## config.mk

```make
export PLATFORM = sky130hd
export DESIGN_NAME = systolic_act_feeder
export DESIGN_NICKNAME = d
export VERILOG_FILES = /design/src/rtl/systolic_act_feeder.sv
export SDC_FILE = /design/constraint.sdc
export NUM_CORES = 1
export LEC_CHECK = 0
export BUFFER_PORTS_ARGS = -buffer_cell sky130_fd_sc_hd__buf_4
export CORE_UTILIZATION = 55
export CTS_CLUSTER_SIZE = 24
export DETAILED_ROUTE_END_ITERATION = 8
export PLACE_DENSITY = 0.75
export SYNTH_ARGS = -nofsm -noshare
export SYNTH_HDL_FRONTEND = slang
export SYNTH_SLANG_ARGS = --single-unit
```

## constraint.sdc

```tcl
create_clock -name clk -period 9.5 [get_ports clk]
set_clock_uncertainty 0.15 [all_clocks]
set_input_delay 1.425 -clock clk [delete_from_list [all_inputs] [get_ports clk]]
set_output_delay 1.425 -clock clk [all_outputs]
set_load 0.05 [all_outputs]
```

## src/rtl/systolic_act_feeder.sv

```systemverilog
// Activation feeder for a weight-stationary systolic array: vector FIFO, diagonal skew, run control FSM.
// Optional underrun counter built when ACT_FEEDER_UNDERRUN_CNT_EN is defined.
module systolic_act_feeder #(
  parameter int WORD_WIDTH = 8,
  parameter int ROWS       = 4,
  parameter int COLS       = 4,
  parameter int DEPTH      = 8
) (
  input  logic                       clk,
  input  logic                       reset,
  input  logic                       in_valid,
  output logic                       in_ready,
  input  logic [WORD_WIDTH*ROWS-1:0] in_data,
  input  logic                       in_last,
  input  logic                       start,
  output logic [1:0]                 control,
  output logic [WORD_WIDTH*ROWS-1:0] a_out,
  output logic                       busy,
  output logic                       done,
  output logic [15:0]                underrun_cnt
);

  localparam int VW        = WORD_WIDTH * ROWS;
  localparam int AW        = $clog2(DEPTH);
  localparam int DRAIN_LEN = ROWS + COLS - 1;
  localparam int DW        = $clog2(DRAIN_LEN + 1);

  localparam logic [AW:0]   FULL_CNT   = (AW + 1)'(DEPTH);
  localparam logic [DW-1:0] DRAIN_LAST = DW'(DRAIN_LEN - 1);

  typedef enum logic [1:0] {
    IDLE,
    STREAM,
    DRAIN
  } state_t;

  state_t state, state_next;

  logic [VW:0]     mem [DEPTH];
  logic [AW-1:0]   wr_ptr, rd_ptr;
  logic [AW:0]     count;
  logic            push, pop, fifo_empty;
  logic [VW-1:0]   inj;
  logic            exit_run;
  logic [DW-1:0]   drain_cnt;

  assign in_ready   = (count < FULL_CNT);
  assign fifo_empty = (count == '0);
  assign push       = in_valid && in_ready;
  assign busy       = (state != IDLE);

  always_comb begin
    state_next = state;
    pop        = 1'b0;
    inj        = '0;
    exit_run   = 1'b0;
    case (state)
      IDLE: begin
        if (start) state_next = STREAM;
      end
      STREAM: begin
        // An empty FIFO injects a zero bubble rather than stalling the array.
        if (!fifo_empty) begin
          pop = 1'b1;
          inj = mem[rd_ptr][VW-1:0];
          if (mem[rd_ptr][VW]) state_next = DRAIN;
        end
      end
      DRAIN: begin
        if (drain_cnt == DRAIN_LAST) begin
          state_next = IDLE;
          exit_run   = 1'b1;
        end
      end
      default: state_next = IDLE;
    endcase
  end

  always_ff @(posedge clk) begin
    if (reset) state <= IDLE;
    else       state <= state_next;
  end

  always_ff @(posedge clk) begin
    if (reset) begin
      wr_ptr <= '0;
      rd_ptr <= '0;
      count  <= '0;
    end else begin
      if (push) wr_ptr <= wr_ptr + 1'b1;
      if (pop)  rd_ptr <= rd_ptr + 1'b1;
      case ({push, pop})
        2'b10:   count <= count + 1'b1;
        2'b01:   count <= count - 1'b1;
        default: count <= count;
      endcase
    end
  end

  always_ff @(posedge clk) begin
    if (push) mem[wr_ptr] <= {in_last, in_data};
  end

  always_ff @(posedge clk) begin
    if (reset || state != DRAIN) drain_cnt <= '0;
    else                         drain_cnt <= drain_cnt + 1'b1;
  end

  always_ff @(posedge clk) begin
    if (reset) begin
      control <= 2'b00;
      done    <= 1'b0;
    end else begin
      control <= (state_next != IDLE) ? 2'b10 : 2'b00;
      done    <= exit_run;
    end
  end

  // Lane r carries r+1 register stages so row r sees the vector r cycles late.
  for (genvar r = 0; r < ROWS; r++) begin : g_lane
    localparam int unsigned LEN = r + 1;
    logic [WORD_WIDTH-1:0] pipe [LEN];

    always_ff @(posedge clk) begin
      if (reset || exit_run) begin
        for (int unsigned s = 0; s < LEN; s++) pipe[s] <= '0;
      end else begin
        pipe[0] <= inj[r*WORD_WIDTH +: WORD_WIDTH];
        for (int unsigned s = 1; s < LEN; s++) pipe[s] <= pipe[s-1];
      end
    end

    assign a_out[r*WORD_WIDTH +: WORD_WIDTH] = pipe[LEN-1];
  end

`ifdef ACT_FEEDER_UNDERRUN_CNT_EN
  logic [15:0] underrun_q;

  always_ff @(posedge clk) begin
    if (reset)                                      underrun_q <= '0;
    else if (state == IDLE && start)                underrun_q <= '0;
    else if (state == STREAM && fifo_empty && underrun_q != '1)
                                                    underrun_q <= underrun_q + 1'b1;
  end

  assign underrun_cnt = underrun_q;
`else
  assign underrun_cnt = '0;
`endif

endmodule

```

==> impl_metrics.py, run 1 <==
metrics = {
    "run_status": {
        "status": "finished, final reports clean",
    },
    "logic_synthesis": {
        "yosys_warnings": 0,
        "ys_seq_elements": 364,
        "syn_inst": 703,
        "async_reset_ff_share_pct": 0,
        "ys_seq_area_share_pct": 74.7,
        "synth_area_per_cell_um2": 18.9,
        "netlist_area_um2": 13300,
        "synthFlopType": "edfxtp_1",
        "synth_edf_count": 264,
        "ys_types": 45,
    },
    "final_layout": {
        "area_growth_pct": 12.5,
        "n_antenna_cell": 0,
        "nets": 810,
        "drive_above_1_share_pct": 26.3,
        "design_area_um2": 15000,
        "utilization_pct": 63.3,
        "fillers": 1613,
    },
    "clock_tree": {
        "cts_resized": 0,
        "path_clk_slew_ns": 0.06,
        "post_cts_buffers": 0,
        "cts_hold_buf": 0,
        "cts-buffers-inserted": 36,
        "cts_tree": "done",
        "clock_path_buffers": 3,
        "cts_htree_levels": 2,
        "clock_sinks": 364,
        "worstSkewPairLatency_ns": 0.50,
        "cts_root_buffer": "clkbuf_16",
    },
    "pwr": {
        "vdd_drop_max_mv": 0.161,
        "powerDensity_nw_per_um2": 245,
        "power_mw": 3.66,
        "p_leak_nw": 5.03,
    },
    "timing": {
        "holdWs_ns": 0.271,
        "setup_tns_ns": 0,
        "setup_viol": 0,
        "period_share_pct": 33.0,
        "tightestPinTransition_ns": 1.27,
        "layout_min_cycle_time_ns": 3.14,
        "relSlewSlack_pct": 15.4,
        "rsz0062_at_grt": "no",
        "hold_viol": 0,
        "max_freq_mhz": 319,
        "drv_slew": 0,
    },
    "hold_path": {
        "hold_start": "g_lane[3].pipe[0][15]",
        "holdPathEnd": "g_lane[3].pipe[0][23]",
        "hold_depth": 1,
        "hold_path.class": "reg2reg",
    },
    "worst_setup_path": {
        "crit_required_ns": 9.50,
        "crit_path_end_kind": "register",
        "rrSetupSlack_ns": 6.62,
        "start_kind": "input pin",
        "r2r_end": "g_lane[3].pipe[0][0]",
        "arrival_ns": 3.14,
        "crit_path_max_fanout": 25,
        "r2r_cells": 7,
        "crit_type": "in2reg",
        "rr_startpoint": "drain_cnt[0]",
    },
    "global_route": {
        "grt_overflow": 0,
        "grt_first_pass_wirelength_um": 34400,
        "grt_pass1_vias": 6201,
        "grt_max_degree": 66,
        "track_usage_pct": 18.9,
        "antenna_found_initial": 0,
    },
    "drt": {
        "wirelength_um": 22100,
        "ant_nets": 0,
        "drt-initial-drc-count": 358,
        "viasPerCell": 5.41,
        "drtPass1Iterations": 5,
        "routedWlPerCell_um": 19.9,
        "drc": 0,
        "vias": 6004,
    },
    "job": {
        "drv_cap": 0,
    },
    "floorplanning": {
        "core_area_um2": 23600,
        "io_pins": 90,
        "die_w_um": 157,
        "die_h_um": 157,
        "die_area_um2": 24800,
        "row_count": 56,
        "start_util_pct": 56.3,
    },
    "placement": {
        "dp_hpwl_um": 12600,
        "placed_cell_area_um2": 13900,
        "port_buffers": 72,
        "place_congestion": 0.775,
    },
}
-- cells in the mapped netlist, types with 2 or more instances --
master	instances	area [µm²]
nor3b_1	3	22.5
nand3_1	2	10.0
clkbuf_1	9	33.8
buf_2	13	65.1
dfxtp_1	100	2000
nor2b_1	2	12.5
nand2b_1	4	25.0
o21ai_0	2	10.0
mux4_1	3	78.8
and2_1	49	307
buf_8	3	45.0
nand2_1	8	30.0
nor3_1	5	25.0
mux4_2	63	1420
xor2_1	3	26.3
nor2_1	54	203
buf_12	3	60.1
a21oi_1	3	15.0
xnor2_1	4	35.0
inv_1	4	15.0
edfxtp_1	264	7930
buf_4	41	308
mux2i_1	34	340
ha_1	6	75.1
-- flip-flops by register name, summed over array words and instances (netlist names), named ones only --
name / cells
done: 1
state: 2
drain_cnt: 3
rd_ptr: 3
mem: 264
wr_ptr: 3
control: 1
g_lane.pipe: 80
count: 4
-- metal layers --
metal	global-route usage [%]	part of all wire (%)
met4	6.20	2.2
met1	23.9	41
met5	0	0
met2	32.9	51
met3	3.63	4.9
-- logic make-up (layout without fill, tap and decap cells) --
family                     count (synthesis)  in the layout  synth area share (%)
xor gates and xnor gates                   7              7                 0.461
DFF                                      364            364                  74.7
buffers and inverters                     76            148                  4.11
muxes                                    102            102                  14.1
other                                      1             17                0.0282
adders and majority gates                  6              6                 0.565
and+or+nand+nor                          134            134                  5.35
AOI/OAI and AO/OA                         13             13                 0.715
-- worst max-delay path, stage by stage --
cell,delay (ns)
buf_4,0.08
nor2b_4,0.20
nand2_1,0.24
nor3_2,0.65
buf_4,0.52
-- layout by cell type, fill, tap and decap left out, drive strengths merged --
cell type and n:
o22ai 1, o21ai 2, nand4b 1, xor2 3, a31o 1, o221ai 2, nor4b 1, nor2 55
nand3 2, ha 6, nor4 2, nor3 5, mux2i 35, mux4 66, xnor2 4, mux2 1
nor2b 3, nand2 8, a31oi 1, a21oi 4, nor3b 3, nand2b 4, edfxtp 264, a21o 1
conb 17, nand4 1, clkbuf 54, and2 49, dfxtp 100, a22o 1, clkinv 8, inv 5
buf 81
-- through the flow --
stage / setup slack (ns) / std cells
floorplan: 3.98 / 719
global placement: 5.92 / 1048
detailed placement: 5.83 / 1048
CTS: 6.30 / 1110
global route: 6.17 / 1110
finish: 6.36 / 1110
-- final cells by class --
class                           instances  area (µm²)  share of cell area (%)
Tap cell                              319         399                    2.67
Sequential cell                       364        9940                    66.5
Clock inverter                          8        36.3                   0.243
Clock buffer                           54        1020                    6.82
Inverter                                5        18.8                   0.126
Timing Repair Buffer                   81         608                    4.07
Multi-Input combinational cell        279        2930                    19.6
-- power by group --
part	total, mW	switching, mW	internal, mW
clock network	1.28	0.542	0.739
logic	0.527	0.280	0.247
registers	1.85	0.0563	1.80
total	3.66	0.878	2.78
-- how the worst max path moves through the flow --
stage                     startpoint              endpoint  slack (ns)  cells after the start
after CTS                      reset  g_lane[1].pipe[0][0]        6.30                      5
final                       in_valid            mem[4][10]        6.36                      5
after global placement      in_valid             mem[1][1]        5.92                      5
after global routing           reset  g_lane[3].pipe[0][6]        6.17                      5
after floorplan             in_valid             mem[0][0]        3.98                      3
after detailed placement    in_valid            mem[1][32]        5.83                      5
(Power assumes the default switching activity.)
==> run 2, diff against run 1 <==
- CORE_UTILIZATION: 55 -> 54
- PLACE_DENSITY: 0.75 -> 0.76
- clock period: 9.5 -> 2.6 ns (I/O delays scaled with it)
==> impl_metrics.py, run 2 (same netlist as run 1, synthesis figures left out) <==
metrics = {
    "run_status": {
        "status": "finished, final reports clean",
    },
    "clock_tree": {
        "path_clk_slew_ns": 0.06,
        "cts_tree": "done",
        "clock_sinks": 364,
        "cts_htree_levels": 2,
        "cts-buffers-inserted": 36,
        "worstSkewPairLatency_ns": 0.53,
        "cts_root_buffer": "clkbuf_16",
        "clock_path_buffers": 3,
    },
    "final_layout": {
        "largest_reg_flops": 264,
        "seq_area_um2": 9940,
        "nets": 857,
        "top_register": "mem",
        "reg_top3": "mem: 264 flops, g_lane.pipe: 80 flops, count: 4 flops",
        "n_antenna_cell": 0,
        "multi_input_area_um2": 2960,
        "fillers": 1662,
        "layout_common_cells": "264 x edfxtp_1, 97 x dfxtp_1, 89 x buf_4, 63 x mux4_2, 51 x nor2_1",
        "utilization_pct": 64.5,
        "area_growth_pct": 17.6,
        "layout.cells.non_filler": 1166,
        "drive_above_1_share_pct": 27.6,
        "final_common_cell": "edfxtp_1",
    },
    "global_route": {
        "grt_pass1_vias": 6783,
        "antenna_found_initial": 0,
        "grt_first_pass_wirelength_um": 36200,
        "grt_max_degree": 66,
        "grt_overflow": 0,
        "track_usage_pct": 18.7,
    },
    "floorplanning": {
        "die_h_um": 159,
        "core_area_um2": 24200,
        "die_w_um": 159,
        "row_count": 57,
        "start_util_pct": 54.8,
        "io_pins": 90,
        "die_area_um2": 25200,
    },
    "placement": {
        "port_buffers": 72,
        "place_congestion": 0.790,
        "dp_hpwl_um": 12600,
        "dp.cells": 1065,
    },
    "worst_setup_path": {
        "crit_path_max_fanout": 8,
        "r2r_end": "count[2]",
        "rr_startpoint": "count[2]",
        "rrSetupSlack_ns": 0.13,
        "crit_type": "reg2reg",
        "cp-startpoint": "count[2]",
        "crit_required_ns": 2.89,
        "r2r_cells": 9,
        "arrival_ns": 2.76,
        "start_kind": "register",
        "endpoint": "count[2]",
        "crit_path_end_kind": "register",
    },
    "drt": {
        "ant_nets": 0,
        "met3_length_um": 1180,
        "routedWlPerCell_um": 19.5,
        "drt-initial-drc-count": 417,
        "wirelength_um": 22700,
        "top_layer_used": "met4",
        "drtPass1Iterations": 5,
        "viasPerCell": 5.35,
        "drc": 0,
        "wl_met2_um": 11600,
        "wl_met1_um": 9390,
        "vias": 6235,
    },
    "pwr": {
        "p_leak_nw": 5.32,
        "powerDensity_nw_per_um2": 899,
        "vdd_drop_max_mv": 0.636,
    },
    "timing": {
        "period_share_pct": 95.2,
        "layout_min_cycle_time_ns": 2.47,
        "hold_viol": 0,
        "max_freq_mhz": 404,
        "drv_slew": 0,
        "holdWs_ns": 0.0290,
        "rsz0062_at_grt": "no",
        "setup_viol": 0,
    },
    "hold_path": {
        "hold_path.class": "in2reg",
    },
    "job": {
        "drv_cap": 0,
    },
}
==> run 2: cell types whose count changed in the layout (fill, tap and decap cells not counted), sizes merged <==
cell,previous run,this run
dlygate4sd3,0,34
bufinv,0,4
inv,5,7
clkbuf,54,49
buf,81,94
clkinvlp,0,2
clkinv,8,9
==> run 2: critical path, cell delays in order, from the launching register on <==
cell	delay, ns
dfxtp_1	0.38
nor4_4	0.42
nor2_4	0.10
ha_2	0.23
xor2_1	0.16
ha_1	0.24
nor4b_2	0.22
a21oi_1	0.09
a31o_2	0.25
a21oi_1	0.16
==> run 2: worst min path at each step <==
stage | cells after the start | start | end
4_1_cts | 2 | reset | register
3_5_place_dp | 1 | g_lane[2].pipe[0][9] | g_lane[2].pipe[0][17]
3_3_place_gp | 1 | g_lane[3].pipe[0][17] | g_lane[3].pipe[0][25]
5_1_grt | 2 | reset | register
6_report | 2 | reset | register
2_1_floorplan | 1 | g_lane[1].pipe[0][2] | g_lane[1].pipe[0][10]
==> run 2: layer usage <==
metal,up-vias,GRT usage (%)
li1,2844,-
met1,3163,24.3
met2,190,31.9
met3,38,3.58
met4,0,6.64
met5,-,0
==> run 2: cell type report <==
class	instances	share of cell area [%]
clock inverters	17	1.22
multi-input cells	279	18.9
well taps	324	2.59
flip-flops and latches	364	63.5
inverters	5	0.120
repair buffers	128	7.09
clock buffers	49	6.53
==> run 2: stage by stage <==
| stage | instance area, µm² | power, mW | setup WS [ns] | setup TNS [ns] |
|---|---|---|---|---|
| floorplan | 13400 | 8.53 | -1.00 | -115.65 |
| global route | 15600 | 14.6 | 0.00630 | 0 |
| CTS | 15600 | 14.2 | 0.0154 | 0 |
| detailed placement | 14100 | 8.90 | 0.0350 | 0 |
| finish | 15600 | 14.1 | 0.126 | 0 |
| global placement | 14100 | 8.82 | 0.164 | 0 |
==> run 2: where the power goes <==
part | leakage (nW) | switching, mW | internal [mW]
sequential | 3.21 | 0.148 | 6.57
clock | 0.590 | 2.08 | 3.16
combinational | 1.53 | 1.11 | 0.995
total | 5.32 | 3.34 | 10.7
==> run 2: timing repair <==
item	in CTS	in global routing
endpoints found under the hold margin	265	0
buffers inserted	0	1
endpoints found under the setup margin	0	1
hold buffers	34	0
resized for setup	0	2
==> run 3, diff against run 2 <==
- REMOVE_ABC_BUFFERS: default -> 1
- SKIP_CTS_REPAIR_TIMING: default -> 1
==> impl_metrics.py, run 3 (same netlist as run 1, synthesis figures left out) <==
metrics = {
    "global_route": {
        "grt_first_pass_wirelength_um": 36700,
        "grt_overflow": 0,
        "antenna_found_initial": 0,
        "grt_max_degree": 52,
        "track_usage_pct": 19.2,
        "grt_pass1_vias": 6529,
    },
    "worst_setup_path": {
        "start_kind": "register",
        "crit_type": "reg2reg",
        "crit_path_end_kind": "register",
        "rr_startpoint": "count[2]",
        "arrival_ns": 2.74,
        "cp-startpoint": "count[2]",
        "crit_path_max_fanout": 8,
        "crit_required_ns": 2.89,
    },
    "floorplanning": {
        "core_area_um2": 24200,
        "die_w_um": 159,
        "die_area_um2": 25200,
        "die_h_um": 159,
        "start_util_pct": 54.8,
        "row_count": 57,
        "io_pins": 90,
    },
    "final_layout": {
        "drive_above_1_share_pct": 27.4,
        "top_register": "mem",
        "area_growth_pct": 17.4,
        "fillers": 1650,
        "layout_common_cells": "264 x edfxtp_1, 97 x dfxtp_1, 81 x buf_4, 63 x mux4_2, 51 x nor2_1",
        "nets": 853,
        "n_antenna_cell": 0,
        "final_common_cell": "edfxtp_1",
        "utilization_pct": 64.4,
        "largest_reg_flops": 264,
        "reg_top3": "mem: 264 flops, g_lane.pipe: 80 flops, count: 4 flops",
        "seq_area_um2": 9940,
        "layout.cells.non_filler": 1160,
        "multi_input_area_um2": 2950,
    },
    "placement": {
        "dp_slack_ns": 0.0285,
        "dp_hpwl_um": 12800,
        "port_buffers": 72,
        "dp.cells": 1062,
        "place_congestion": 0.733,
    },
    "timing": {
        "rsz0062_at_grt": "no",
        "period_share_pct": 94.4,
        "drv_slew": 0,
        "max_freq_mhz": 407,
        "hold_viol": 0,
        "setup_viol": 0,
        "layout_min_cycle_time_ns": 2.45,
        "setup_ws_ns": 0.145,
    },
    "drt": {
        "wirelength_um": 23500,
        "wl_met2_um": 12300,
        "routedWlPerCell_um": 20.2,
        "met3_length_um": 1480,
        "vias": 6166,
        "drc": 0,
        "drtPass1Iterations": 5,
        "viasPerCell": 5.32,
        "ant_nets": 0,
        "drt-initial-drc-count": 340,
        "top_layer_used": "met4",
        "wl_met1_um": 9210,
    },
    "clock_tree": {
        "clock_path_buffers": 3,
        "worstSkewPairLatency_ns": 0.51,
        "cts_htree_levels": 2,
        "cts_root_buffer": "clkbuf_16",
        "cts_tree": "done",
        "clock_sinks": 364,
        "path_clk_slew_ns": 0.06,
        "cts-buffers-inserted": 36,
    },
    "hold_path": {
        "hold_path.class": "in2reg",
        "hold_start": "start",
    },
    "job": {
        "drv_cap": 0,
    },
    "pwr": {
        "p_leak_nw": 5.31,
        "vdd_drop_max_mv": 0.717,
        "powerDensity_nw_per_um2": 891,
    },
    "run_status": {
        "status": "finished, final reports clean",
    },
}
==> run 3: cell count changes in the layout (fill, tap and decap cells not counted), sizes merged <==
cell,before,now
clkbuf,49,44
clkinv,9,14
inv,7,5
buf,94,91
dlygate4sd3,34,33
==> run 3: per-layer routing <==
| layer | track usage (%) | vias to the layer above |
|---|---|---|
| met5 | 0 | - |
| met4 | 6.21 | 0 |
| met3 | 3.87 | 31 |
| met2 | 33.9 | 192 |
| met1 | 23.9 | 3118 |
| li1 | - | 2825 |
==> run 3: layout make-up <==
| cell class | instances | share of cell area (%) |
|---|---|---|
| tap | 324 | 2.60 |
| clock inverter | 20 | 1.28 |
| clock buffer | 44 | 6.16 |
| inverter | 5 | 0.120 |
| timing repair buffer | 124 | 7.29 |
| multi-input combinational | 279 | 18.9 |
| sequential | 364 | 63.7 |
==> run 3: worst paths after layout <==
kind	endpoint	slack, ns	depth (start not counted)
worst max-delay path	count[2]	0.15	9
worst min-delay path	state[0]	0.009	3
worst max register to register	count[2]	0.15	9
worst min register to register	g_lane[1].pipe[0][11]	0.27	1
==> run 3: stage by stage <==
step	area, µm²	hold WS, ns	TNS [ns]	power (mW)
3_3_place_gp	14100	0.258	0	8.84
6_report	15600	0.00911	0	13.9
5_1_grt	15600	0.0325	0	14.4
3_5_place_dp	14100	0.260	0	8.92
2_1_floorplan	12800	0.256	-247.83	8.37
4_1_cts	15300	-0.0570	0	14.0
==> run 3: power breakdown <==
part / internal [mW] / total [mW] / switching [mW]
sequential: 6.57 / 6.79 / 0.220
combinational: 1.02 / 2.05 / 1.03
clock: 3.03 / 5.07 / 2.04
total: 10.6 / 13.9 / 3.29
==> run 3: worst max-delay path, cell delays in order (launching register included) <==
cell     delay (ns)
dfxtp_1        0.39
nor4_4         0.38
nor2_4         0.10
ha_2           0.23
xor2_1         0.15
ha_1           0.23
nor4b_2        0.22
a21oi_1        0.10
a31o_2         0.26
a21oi_1        0.15
